[config.mk]
export PLATFORM = sky130hd
export DESIGN_NAME = uart_rx
export DESIGN_NICKNAME = d
export VERILOG_FILES = /design/src/rtl/uart_rx.sv
export SDC_FILE = /design/constraint.sdc
export NUM_CORES = 1
export LEC_CHECK = 0
export CAP_MARGIN = 5
export CORE_ASPECT_RATIO = 0.7
export CORE_UTILIZATION = 50
export CTS_BUF_LIST = sky130_fd_sc_hd__clkbuf_16
export DETAILED_ROUTE_END_ITERATION = 8
export PLACE_DENSITY = 0.72
export SLEW_MARGIN = 20
export SYNTH_ARGS = -nofsm -noshare
export SYNTH_HDL_FRONTEND = slang
export SYNTH_SLANG_ARGS = --single-unit
export TNS_END_PERCENT = 10
[constraint.sdc]
create_clock -name clk -period 6.3 [get_ports clk]
set_input_delay 1.89 -clock clk [delete_from_list [all_inputs] [get_ports clk]]
set_output_delay 1.89 -clock clk [all_outputs]
set_load 0.03 [all_outputs]
[src/rtl/uart_rx.sv]
// 8N1 UART receiver: synchronizes rx, samples mid-bit at a run-time bit width,
// and emits each byte as a one-cycle valid pulse (or a frame-error pulse).
module uart_rx #(
    parameter int SYNC_STAGES = 2
) (
    input  logic        clk,
    input  logic        rst,
    input  logic [15:0] uart_bit_width,
    input  logic        rx,
    output logic [7:0]  rx_data,
    output logic        rx_data_vld,
    output logic        rx_frame_err,
    output logic        rx_busy
);

    typedef enum logic [1:0] {
        IDLE,
        START,
        DATA,
        STOP
    } state_t;

    state_t state_q, state_d;

    logic [SYNC_STAGES-1:0] sync_q;
    logic                   rx_s;
    logic                   rx_s_d;
    logic                   fall;

    logic [15:0] bw_q;
    logic [15:0] width_cnt;
    logic [3:0]  bit_cnt;
    logic [7:0]  shift_reg;

    logic bit_end;
    logic half_hit;
    logic load_bw;
    logic shift_en;
    logic good;
    logic bad;

    // Flops preset to 1 so reset looks like an idle line, not a start edge
    always_ff @(posedge clk or posedge rst) begin
        if (rst) begin
            sync_q <= '1;
            rx_s_d <= 1'b1;
        end else begin
            sync_q <= {sync_q[SYNC_STAGES-2:0], rx};
            rx_s_d <= rx_s;
        end
    end

    assign rx_s     = sync_q[SYNC_STAGES-1];
    assign fall     = rx_s_d & ~rx_s;
    assign bit_end  = (width_cnt == bw_q);
    assign half_hit = (width_cnt == (bw_q >> 1));

    always_ff @(posedge clk or posedge rst) begin
        if (rst) begin
            state_q <= IDLE;
        end else begin
            state_q <= state_d;
        end
    end

    always_comb begin
        state_d  = state_q;
        load_bw  = 1'b0;
        shift_en = 1'b0;
        good     = 1'b0;
        bad      = 1'b0;
        case (state_q)
            IDLE: begin
                if (fall) begin
                    state_d = START;
                    load_bw = 1'b1;
                end
            end
            START: begin
                // High at mid start bit means it was a glitch
                if (half_hit) begin
                    state_d = rx_s ? IDLE : DATA;
                end
            end
            DATA: begin
                if (bit_end) begin
                    shift_en = 1'b1;
                    if (bit_cnt == 4'd7) begin
                        state_d = STOP;
                    end
                end
            end
            STOP: begin
                if (bit_end) begin
                    state_d = IDLE;
                    good    = rx_s;
                    bad     = ~rx_s;
                end
            end
            default: state_d = IDLE;
        endcase
    end

    always_ff @(posedge clk or posedge rst) begin
        if (rst) begin
            bw_q      <= 16'd0;
            width_cnt <= 16'd0;
            bit_cnt   <= 4'd0;
            shift_reg <= 8'h00;
        end else begin
            if (load_bw) begin
                bw_q <= uart_bit_width;
            end
            if (state_d != state_q || bit_end || state_q == IDLE) begin
                width_cnt <= 16'd0;
            end else begin
                width_cnt <= width_cnt + 16'd1;
            end
            if (state_d != DATA) begin
                bit_cnt <= 4'd0;
            end else if (shift_en) begin
                bit_cnt <= bit_cnt + 4'd1;
            end
            if (shift_en) begin
                shift_reg <= {rx_s, shift_reg[7:1]};
            end
        end
    end

    always_ff @(posedge clk or posedge rst) begin
        if (rst) begin
            rx_data      <= 8'h00;
            rx_data_vld  <= 1'b0;
            rx_frame_err <= 1'b0;
        end else begin
            rx_data_vld  <= good;
            rx_frame_err <= bad;
            if (good) begin
                rx_data <= shift_reg;
            end
        end
    end

    assign rx_busy = (state_q != IDLE);

endmodule

---- After elaboration in Yosys (flattened, before gate mapping) ----
Cells that the tools add are included.
word-level totals
  register bits after elaboration ......... 59
  input port bits ......................... 19
  output and inout bits ................... 11
  word-level logic and storage cells ...... 45
cells by class
  add/subtract/negate cells ............... 2
  equality and inequality tests ........... 8
  multiplexer cells ....................... 18
  bitwise operators ....................... 2
  reduce and logical (&&, ||, !) cells .... 5
operators with widths
  kind                     count
  $add A16 B1 Y16 const B  1
  $eq A16 B15 Y1           1
  $eq A16 B16 Y1           1
  $mux W16                 1
  $mux W2                  6
  $mux W1                  8
  $mux W4                  2
  $pmux W2 S4              1
  $add A4 B1 Y4 const B    1
  $eq A2 B2 Y1 const B     2
  $eq A4 B3 Y1 const B     1
  $reduce_bool A2 Y1       2
  $eq A2 B1 Y1 const B     1
  $logic_not A2 Y1         1
  $logic_or A1 B1 Y1       2
  $ne A2 B2 Y1             1
  $ne A2 B2 Y1 const B     1
  $and A1 B1 Y1            1
  $not A1 Y1               1

---- Longest topological paths before layout ----
Gate-level depths: netlist (run 1).
  depth after elaboration ................. 8
  gate-level depth with buffers ........... 9
  depth with buffers taken out ............ 7

---- Worst setup path after synthesis (run 1) ----
OpenSTA, ideal clock, no wires.
  kind .................................... register -> output
  from .................................... register state_q[1]
  to ...................................... output rx_busy
  arrival time ............................ 917 ps
  required time ........................... 4410 ps
  path slack .............................. 3493 ps
  stages on the path, launching flop included .. 3
  buffers on the path ..................... 1
  path through ............................ dfrtp_1 > clkbuf_1 > or2_2
on the way
  longest elaborated chain between the ends .. 1
RTL lines
  item                    line  RTL
  from (decl)             23    state_t state_q, state_d;
  from (signal assigned)  62    state_q <= state_d;
  $reduce_bool A2 Y1      144   assign rx_busy = (state_q != IDLE);
  to (decl)               13    output logic rx_busy
No other way between the ends.

---- Worst setup path after layout (run 1) ----
  from .................................... register state_q[0]
  to ...................................... output rx_busy
Same word-level chain as after synthesis.

==> results.md, run 1 <==
Run status:
- The flow ran to the end, and the final reports show no timing, DRC or antenna violations.

Logic synthesis:
- The total standard cell area after synthesis is 2860 um^2.
- In this run, distinct cell masters in the synthesized netlist total 35.
- In this run, synthesis produced a sequential element count of 59.
- The post-synthesis cell count is 230.
- When the netlist entered floorplanning its net count stood at 251.
- During synthesis, Yosys emitted a total of 0 warnings.
- The average size of a mapped cell is 12.4 um^2.
- The post-synthesis sequential area ratio is 51.8%.

Placed design:
- In this run, placement finished with an instance count of 321.
- The placement-stage worst setup slack is 2.99 ns.
- The detailed placer's ending HPWL is 3540 um.
- Routability-driven placement finished with a final weighted congestion of 0.837.
- The total of buffers placed on input and output ports is 29.

STA:
- Subtracting the final worst setup slack from the clock period gives 3.66 ns.
- Measured against its own limit, the worst slew margin works out to 51.5%.
- After layout, the worst setup slack is 2.64 ns.
- The setup total negative slack is 0 ns.
- Setup violations remaining at the end of the flow were counted as 0.
- The tightest hold path in the finished design has a slack of 0.358 ns.
- The hold violation total from the final report is 0.
- The number of slew-limit violations in the final report is 0.
- Setup repair after global routing left no endpoint under its margin.
- The actual transition at the worst max-transition pin is 0.727 ns.
- The achievable frequency is 273 MHz.
- The ratio of final minimum period to clock period is 58.1%.
- The worst clock skew on the final layout is 0.00660 ns.

Routing:
- Once detail routing completed, the nets flagged for antenna violations numbered 0.
- Detailed routing inserted a total of 1744 vias.
- The average wire per cell in the routed design is 15.0 um.
- The average via count per standard cell is 5.18.
- For this block, the initial DRC count from the detailed router was 70.
- Wires add up to 5060 um.
- The first detailed-routing pass ran for 4 iterations.
- The detailed-route DRC error count is 0.

Final layout:
- The number of diodes is 0.
- Leaving out filler cells and counting taps, the final layout contains 337.
- The final layout contains 281 nets.
- The largest registers in the layout are bw_q x16, width_cnt x16.
- The filler cell count in the final layout is 424.
- Registers take 1480 um^2.
- The growth of design area from synthesis to finish is 20.3%.
- Summing all multi-input logic gate instances after layout gives 1280 um^2.
- The ratio of cells with drive above 1 in the final layout is 24.5%.

Global route:
- The first global-routing pass estimated 8660 um of wire.
- The via count of the first global-routing pass is 1772.
- The total routing resource utilization after global routing is 19.3%.
- Entering global routing, the biggest net connects 60 pins.
- The initial antenna violation count came to 0.
- For this run the aggregate overflow at the end of global routing stands at 0.

Clocking:
- Counting the buffers created by CTS gives 9.
- The clock reaches the later pin of the worst-skew pair after 0.32 ns.
- The H-tree generated during clock tree synthesis spans 3 levels.
- The buffer count from post-CTS setup fixing is 0.
- Buffers inserted to repair hold after CTS numbered 0.
- In this run, post-CTS repair resized a total of 0 instances.
- The tree built by TritonCTS fans out to 59 sinks.
- The CTS tree is built.
- The maximum clock insertion buffer count is 2.
- The root cell of the clock tree is sky130_fd_sc_hd__clkbuf_16.
- Clock-pin slew was measured on the worst setup and hold paths at 0.05 ns.

Min path:
- The path class of the tightest hold or removal check is register to register.

Floorplanning:
- The chip height is 65.3 um.
- In this run the standard cell core region covers 5370 um^2.
- The row count is 22.
- The die span in x is 92.4 um.
- For this configuration, the core starts out at a cell density of 53.2%.
- The number of ports placed on the die boundary is 30.
- The floorplan step defined a die boundary enclosing 6030 um^2.

Setup path:
- The required arrival time at the worst endpoint is 4.41 ns.
- On the critical path, the stage with the largest delay is an instance of sky130_fd_sc_hd__clkdlybuf4s50_1.
- The maximum net fanout on the critical path is 11.
- The nature of the critical path endpoint is an output pin.
- The kind of cell with the highest combined delay along the critical path is buffers and inverters.
- Traced cell by cell, the critical path runs through or2_2 -> clkdlybuf4s50_1.
- The path type of the worst setup path is register to output pin.
- Counting both buffers and inverters, the worst setup path holds a total of 1.
- The startpoint class of the critical path is a register.
- The maximum single-stage delay on the critical path is 0.60 ns.
- Data on the critical path arrives at its endpoint at 1.77 ns.

Power and ir drop:
- After layout, the design draws a total of 1.24 mW.
- In this run the static leakage power is 1.58 nW.
- The peak ir drop on the vdd network is 0.000211 V.
- Power spread over the standard cell area amounts to 361 nW/um^2.

Job:
- The number of max-cap violations is 0.
-- synthesized netlist by cell type, drive strengths merged --
master	count	share of area [%]
nor2	23	3.0
mux2i	1	0.35
nand2	6	0.79
inv	5	0.66
nand4	8	2.0
xnor2	24	7.9
clkbuf	2	0.26
xor2	24	7.4
nor3	1	0.17
a21oi	2	0.35
a31oi	1	0.22
nor2b	1	0.22
buf	10	2.5
or2	3	0.66
and3	8	1.8
nand4b	2	0.61
nor4b	1	0.31
mux2	33	14
ha	2	0.88
nor4	5	1.6
nand3	5	1.3
dfstp	3	2.8
nand3b	1	0.26
nor3b	1	0.44
and2	1	0.31
o21ai	1	0.17
dfrtp	56	49
-- per-layer routing --
metal  share of wire [%]  track usage [%]  up-vias
met2                  42             25.7       36
met3                 4.1             6.02        9
met5                   0                0        -
li1                    -                -      838
met1                  52             28.7      861
met4                 1.4             8.20        0
-- through the flow --
stage,utilization [%],area (um^2)
detailed placement,59.1,3170
CTS,64.0,3440
finish,64.0,3440
global route,64.0,3440
floorplan,-,2860
global placement,59.1,3170
-- report_power, final --
part | internal (mW) | leakage [nW] | switching [mW]
logic | 0.153 | 0.674 | 0.119
registers | 0.448 | 0.773 | 0.0973
clock network | 0.260 | 0.130 | 0.162
-- area by class of cell --
type                       count  area share (%)
clock buffer                   9            6.55
clock inverter                 7            1.09
tap                           72            2.62
sequential                    59            43.1
inverter                       5           0.546
multi-input combinational    154            37.2
timing repair buffer          31            8.88
-- cell usage in the layout, fill, tap and decap left out, types with 2 or more instances in the layout --
cell	count
sky130_fd_sc_hd__nand4b_1	2
sky130_fd_sc_hd__a21oi_1	2
sky130_fd_sc_hd__and3_1	6
sky130_fd_sc_hd__and3_2	2
sky130_fd_sc_hd__nor4_1	4
sky130_fd_sc_hd__nor2_1	23
sky130_fd_sc_hd__mux2_2	25
sky130_fd_sc_hd__ha_1	2
sky130_fd_sc_hd__nand2_1	6
sky130_fd_sc_hd__clkinv_2	3
sky130_fd_sc_hd__mux2_4	8
sky130_fd_sc_hd__clkbuf_16	9
sky130_fd_sc_hd__dfstp_2	3
sky130_fd_sc_hd__xnor2_1	22
sky130_fd_sc_hd__clkdlybuf4s50_1	29
sky130_fd_sc_hd__nand3_1	4
sky130_fd_sc_hd__xor2_1	24
sky130_fd_sc_hd__clkinvlp_4	2
sky130_fd_sc_hd__nand4_1	7
sky130_fd_sc_hd__dfrtp_1	56
sky130_fd_sc_hd__buf_4	2
sky130_fd_sc_hd__inv_1	5
sky130_fd_sc_hd__xnor2_2	2
sky130_fd_sc_hd__or2_2	3
-- cell families after synthesis --
kind of cell             synth area share, %
AO/OA/AOI/OAI                          0.744
XOR/XNOR                                15.2
adder cells (fa/ha/maj)                0.876
buffers and inverters                   3.42
flip-flops                              51.8
multiplexers                            14.4
AND/OR/NAND/NOR                         13.5
-- path summary, 6_finish.rpt --
check                               from      endpoint  slack (ns)  cells past startpoint
hold / removal                 sync_q[0]     sync_q[1]        0.36                      0
min in group asynchronous            rst    rx_data[3]        2.09                      3
setup / recovery              state_q[0]       rx_busy        2.64                      2
setup reg to reg           width_cnt[10]  shift_reg[1]        3.97                      5
max in group asynchronous            rst       bw_q[1]        3.72                      3
hold reg to reg                sync_q[0]     sync_q[1]        0.36                      0
Power figures use the tool's default switching activity.
==> inputs of run 2 (changes only) <==
clock period = 3.43 ns   (was 6.3 ns; I/O delays follow)
==> results.md, run 2 (synthesis results as in run 1) <==
Global route:
- The via count of the first global-routing pass came to 1626 (-8.2%).
- The initial antenna violation count was 0 (unchanged).
- The pin count of the biggest net entering global routing came to 60 (unchanged).
- The total global routing overflow is 0 (unchanged).
- The total routing resource utilization after global routing is 18.9% (-0.44 points).
- The wire length of the first global-routing pass is 8340 um (-3.7%).

Clocking:
- The CTS H-tree depth came to 3 (unchanged).
- The clock latency of the later-clocked register in the worst-skew pair is 0.32 ns (about the same).
- The post-cts gate resize count is 0 (unchanged).
- The number of hold buffers added after cts is 0 (unchanged).
- The maximum clock insertion buffer count is 2 (unchanged).
- The TritonCTS buffer count was 9 (unchanged).
- The clock transition time at the flip-flop clock pins of the worst setup and hold paths was 0.05 ns (about the same).
- The clock sink total came to 59 (unchanged).
- The buffer count from post-CTS setup fixing is 0 (unchanged).
- The tree is rooted in a sky130_fd_sc_hd__clkbuf_16.
- TritonCTS built the clock tree.

Setup path:
- The endpoint identified for the worst register-to-register timing path is shift_reg[6].
- By startpoint and endpoint, the worst setup path is classified as register to output pin.
- The required arrival time at the worst endpoint is 2.40 ns (-2.01 ns).
- The data arrival time of the worst path is 1.76 ns (about the same).
- The nature of the critical path endpoint is an output pin.
- The maximum net fanout on the critical path is 11 (unchanged).
- The slack of the worst reg-to-reg path was 1.03 ns (-2.94 ns).
- The startpoint class of the critical path is a register.
- The launch instance of the worst register-to-register path is width_cnt[10].
- The worst reg-to-reg path cell count is 5 (unchanged).

Power and ir drop:
- The peak ir drop on the vdd network came to 0.000490 V (+130%).
- The internal portion of total power is 1.74 mW (+100%).
- The leakage power came to 1.60 nW (+1.7%).
- The part of the power in registers is 41.0% (-3.0 points).
- The share of power burned in the clock network is 38.6% (+4.6 points).
- The switching share of power was 28.6% (-2.0 points).
- The areal power density over the cells was 696 nW/um^2 (+93%).
- The switching power is 0.695 mW (+83%).
- The post-layout total power came to 2.43 mW (+96%).
- The share of total power in combinational logic is 20.4% (-1.6 points).

Routing:
- The average via count per standard cell came to 5.05 (-2.4%).
- The number of iterations in the first detailed-routing pass is 4 (unchanged).
- The average wire per cell in the routed design is 14.6 um (-2.7%).
- The detailed-route wire length is 4920 um (-2.7%).
- The DRC violation total after the first TritonRoute iteration came to 89 (+27%).
- The remaining antenna violation count after routing is 0 (unchanged).
- The detailed-route DRC error count is 0 (unchanged).
- The total via count in the routed design came to 1703 (-2.4%).

STA:
- The clock period minus worst slack is 2.79 ns.
- Setup repair after global routing left no endpoint under its margin.
- The total of endpoints with negative setup slack in the final report was 0 (unchanged).
- The normalized max-slew margin is 51.8% (+0.32 points).
- The final hold slack is 0.355 ns (-0.00301 ns).
- The setup total negative slack is 0 ns (unchanged).
- The actual transition at the worst max-transition pin is 0.723 ns (-0.00478 ns).
- The worst clock skew on the final layout is 0.00539 ns (-0.00121 ns).
- The number of slew-limit violations in the final report was 0 (unchanged).
- The hold violation total from the final report was 0 (unchanged).
- Timing would allow up to 358 MHz.
- The ratio of final minimum period to clock period is 81.4%.

Final layout:
- The growth of design area from synthesis to finish is 22.2%.
- The leading cell type in the layout, fill and taps excluded is sky130_fd_sc_hd__dfrtp_1.
- The top cell types in the final layout, fill and taps aside, are sky130_fd_sc_hd__dfrtp_1 (56), sky130_fd_sc_hd__clkdlybuf4s50_1 (29), sky130_fd_sc_hd__mux2_2 (25), sky130_fd_sc_hd__xor2_1 (24), sky130_fd_sc_hd__nor2_1 (23).
- The multi-input logic area is 1280 um^2 (unchanged).
- The filler cell count in the final layout is 400 (-5.7%).
- The final standard cell area without fillers is 3490 um^2 (+1.6%).
- The largest registers in the layout are bw_q x16, width_cnt x16.
- The number of diodes is 0 (unchanged).
- The final layout net count is 281 (unchanged).
- The ratio of cells with drive above 1 in the final layout is 24.9% (+0.38 points).
- The utilization of the core after routing is 65.1% (+1.0 points).
- The total area of sequential cells is 1480 um^2 (unchanged).

Run status:
- The run finished with clean final reports.

Floorplanning:
- The overall die area is 6030 um^2 (unchanged).
- The chip height is 65.3 um (unchanged).
- The number of ports placed on the die boundary was 30 (unchanged).
- The starting density of the core is 53.2% (unchanged).
- The row count was 22 (unchanged).
- The die span in x is 92.4 um (unchanged).
- The area of the core is 5370 um^2 (unchanged).

Placed design:
- The placer's final routability congestion estimate is 0.840 (+0.37%).
- The total of buffers placed on input and output ports was 29 (unchanged).
- The detailed placer's ending HPWL is 3320 um (-6.2%).
- The placement-stage cell area is 3170 um^2 (unchanged).

Min path:
- The path with the worst hold slack has its endpoint at sync_q[1].
- In this run the most critical hold path is launched from sync_q[0].
- The worst hold-check path type is register to register.
- The number of cells on the worst hold path was 0 (unchanged).

Job:
- The number of max-cap violations is 0 (unchanged).
==> run 2: changes by cell type in the layout (fill, tap and decap cells not counted) <==
cell,change
sky130_fd_sc_hd__bufinv_16,+2
sky130_fd_sc_hd__clkinv_2,-2
sky130_fd_sc_hd__clkinv_4,+2
sky130_fd_sc_hd__clkinv_1,-1
sky130_fd_sc_hd__clkinvlp_4,-1
==> run 2: worst max path at each step <==
stage / to / cells past startpoint / slack [ns] / startpoint
3_5_place_dp: rx_busy / 2 / 0.98 / state_q[0]
4_1_cts: rx_busy / 2 / 0.63 / state_q[0]
6_report: rx_busy / 2 / 0.64 / state_q[0]
2_1_floorplan: bit_cnt[0] / 1 / 0.95 / rst
3_3_place_gp: rx_busy / 2 / 1.0 / state_q[0]
5_1_grt: rx_busy / 2 / 0.57 / state_q[0]
==> run 2: routing by layer <==
layer,wire length (um),track usage (%),share of wire [%]
met5,0,0,0
met4,55,7.62,1.1
met3,244,6.94,5.0
met2,1970,24.6,40
met1,2650,27.9,54
==> run 2: area by class of cell <==
class,instances,share of cell area [%]
Clock buffer,9,6.45
Timing Repair Buffer,31,8.74
Inverter,5,0.537
Sequential cell,59,42.4
Multi-Input combinational cell,154,36.6
Clock inverter,7,2.69
Tap cell,72,2.58
==> run 2: per-stage QoR <==
step                      std cells  worst slack [ns]
after detailed placement        321             0.985
final                           337             0.637
after CTS                       337             0.626
after floorplan                 230             0.950
after global routing            337             0.573
after global placement          321              1.00
==> run 2: power groups by stage <==
| stage | logic (mW) | registers (mW) | clock network (mW) |
|---|---|---|---|
| 6_report | 0.496 | 0.997 | 0.940 |
| 5_1_grt | 0.547 | 1.02 | 1.00 |
| 4_1_cts | 0.500 | 0.997 | 0.964 |
| 3_5_place_dp | 0.496 | 1.01 | 0 |
| 3_3_place_gp | 0.492 | 1.00 | 0 |
| 2_1_floorplan | 0.439 | 0.947 | 0 |
==> run 2: worst max-delay path, cell delays in order (launching register included) <==
cell and delay (ns):
sky130_fd_sc_hd__dfrtp_1 0.49, sky130_fd_sc_hd__or2_2 0.35, sky130_fd_sc_hd__clkdlybuf4s50_1 0.60
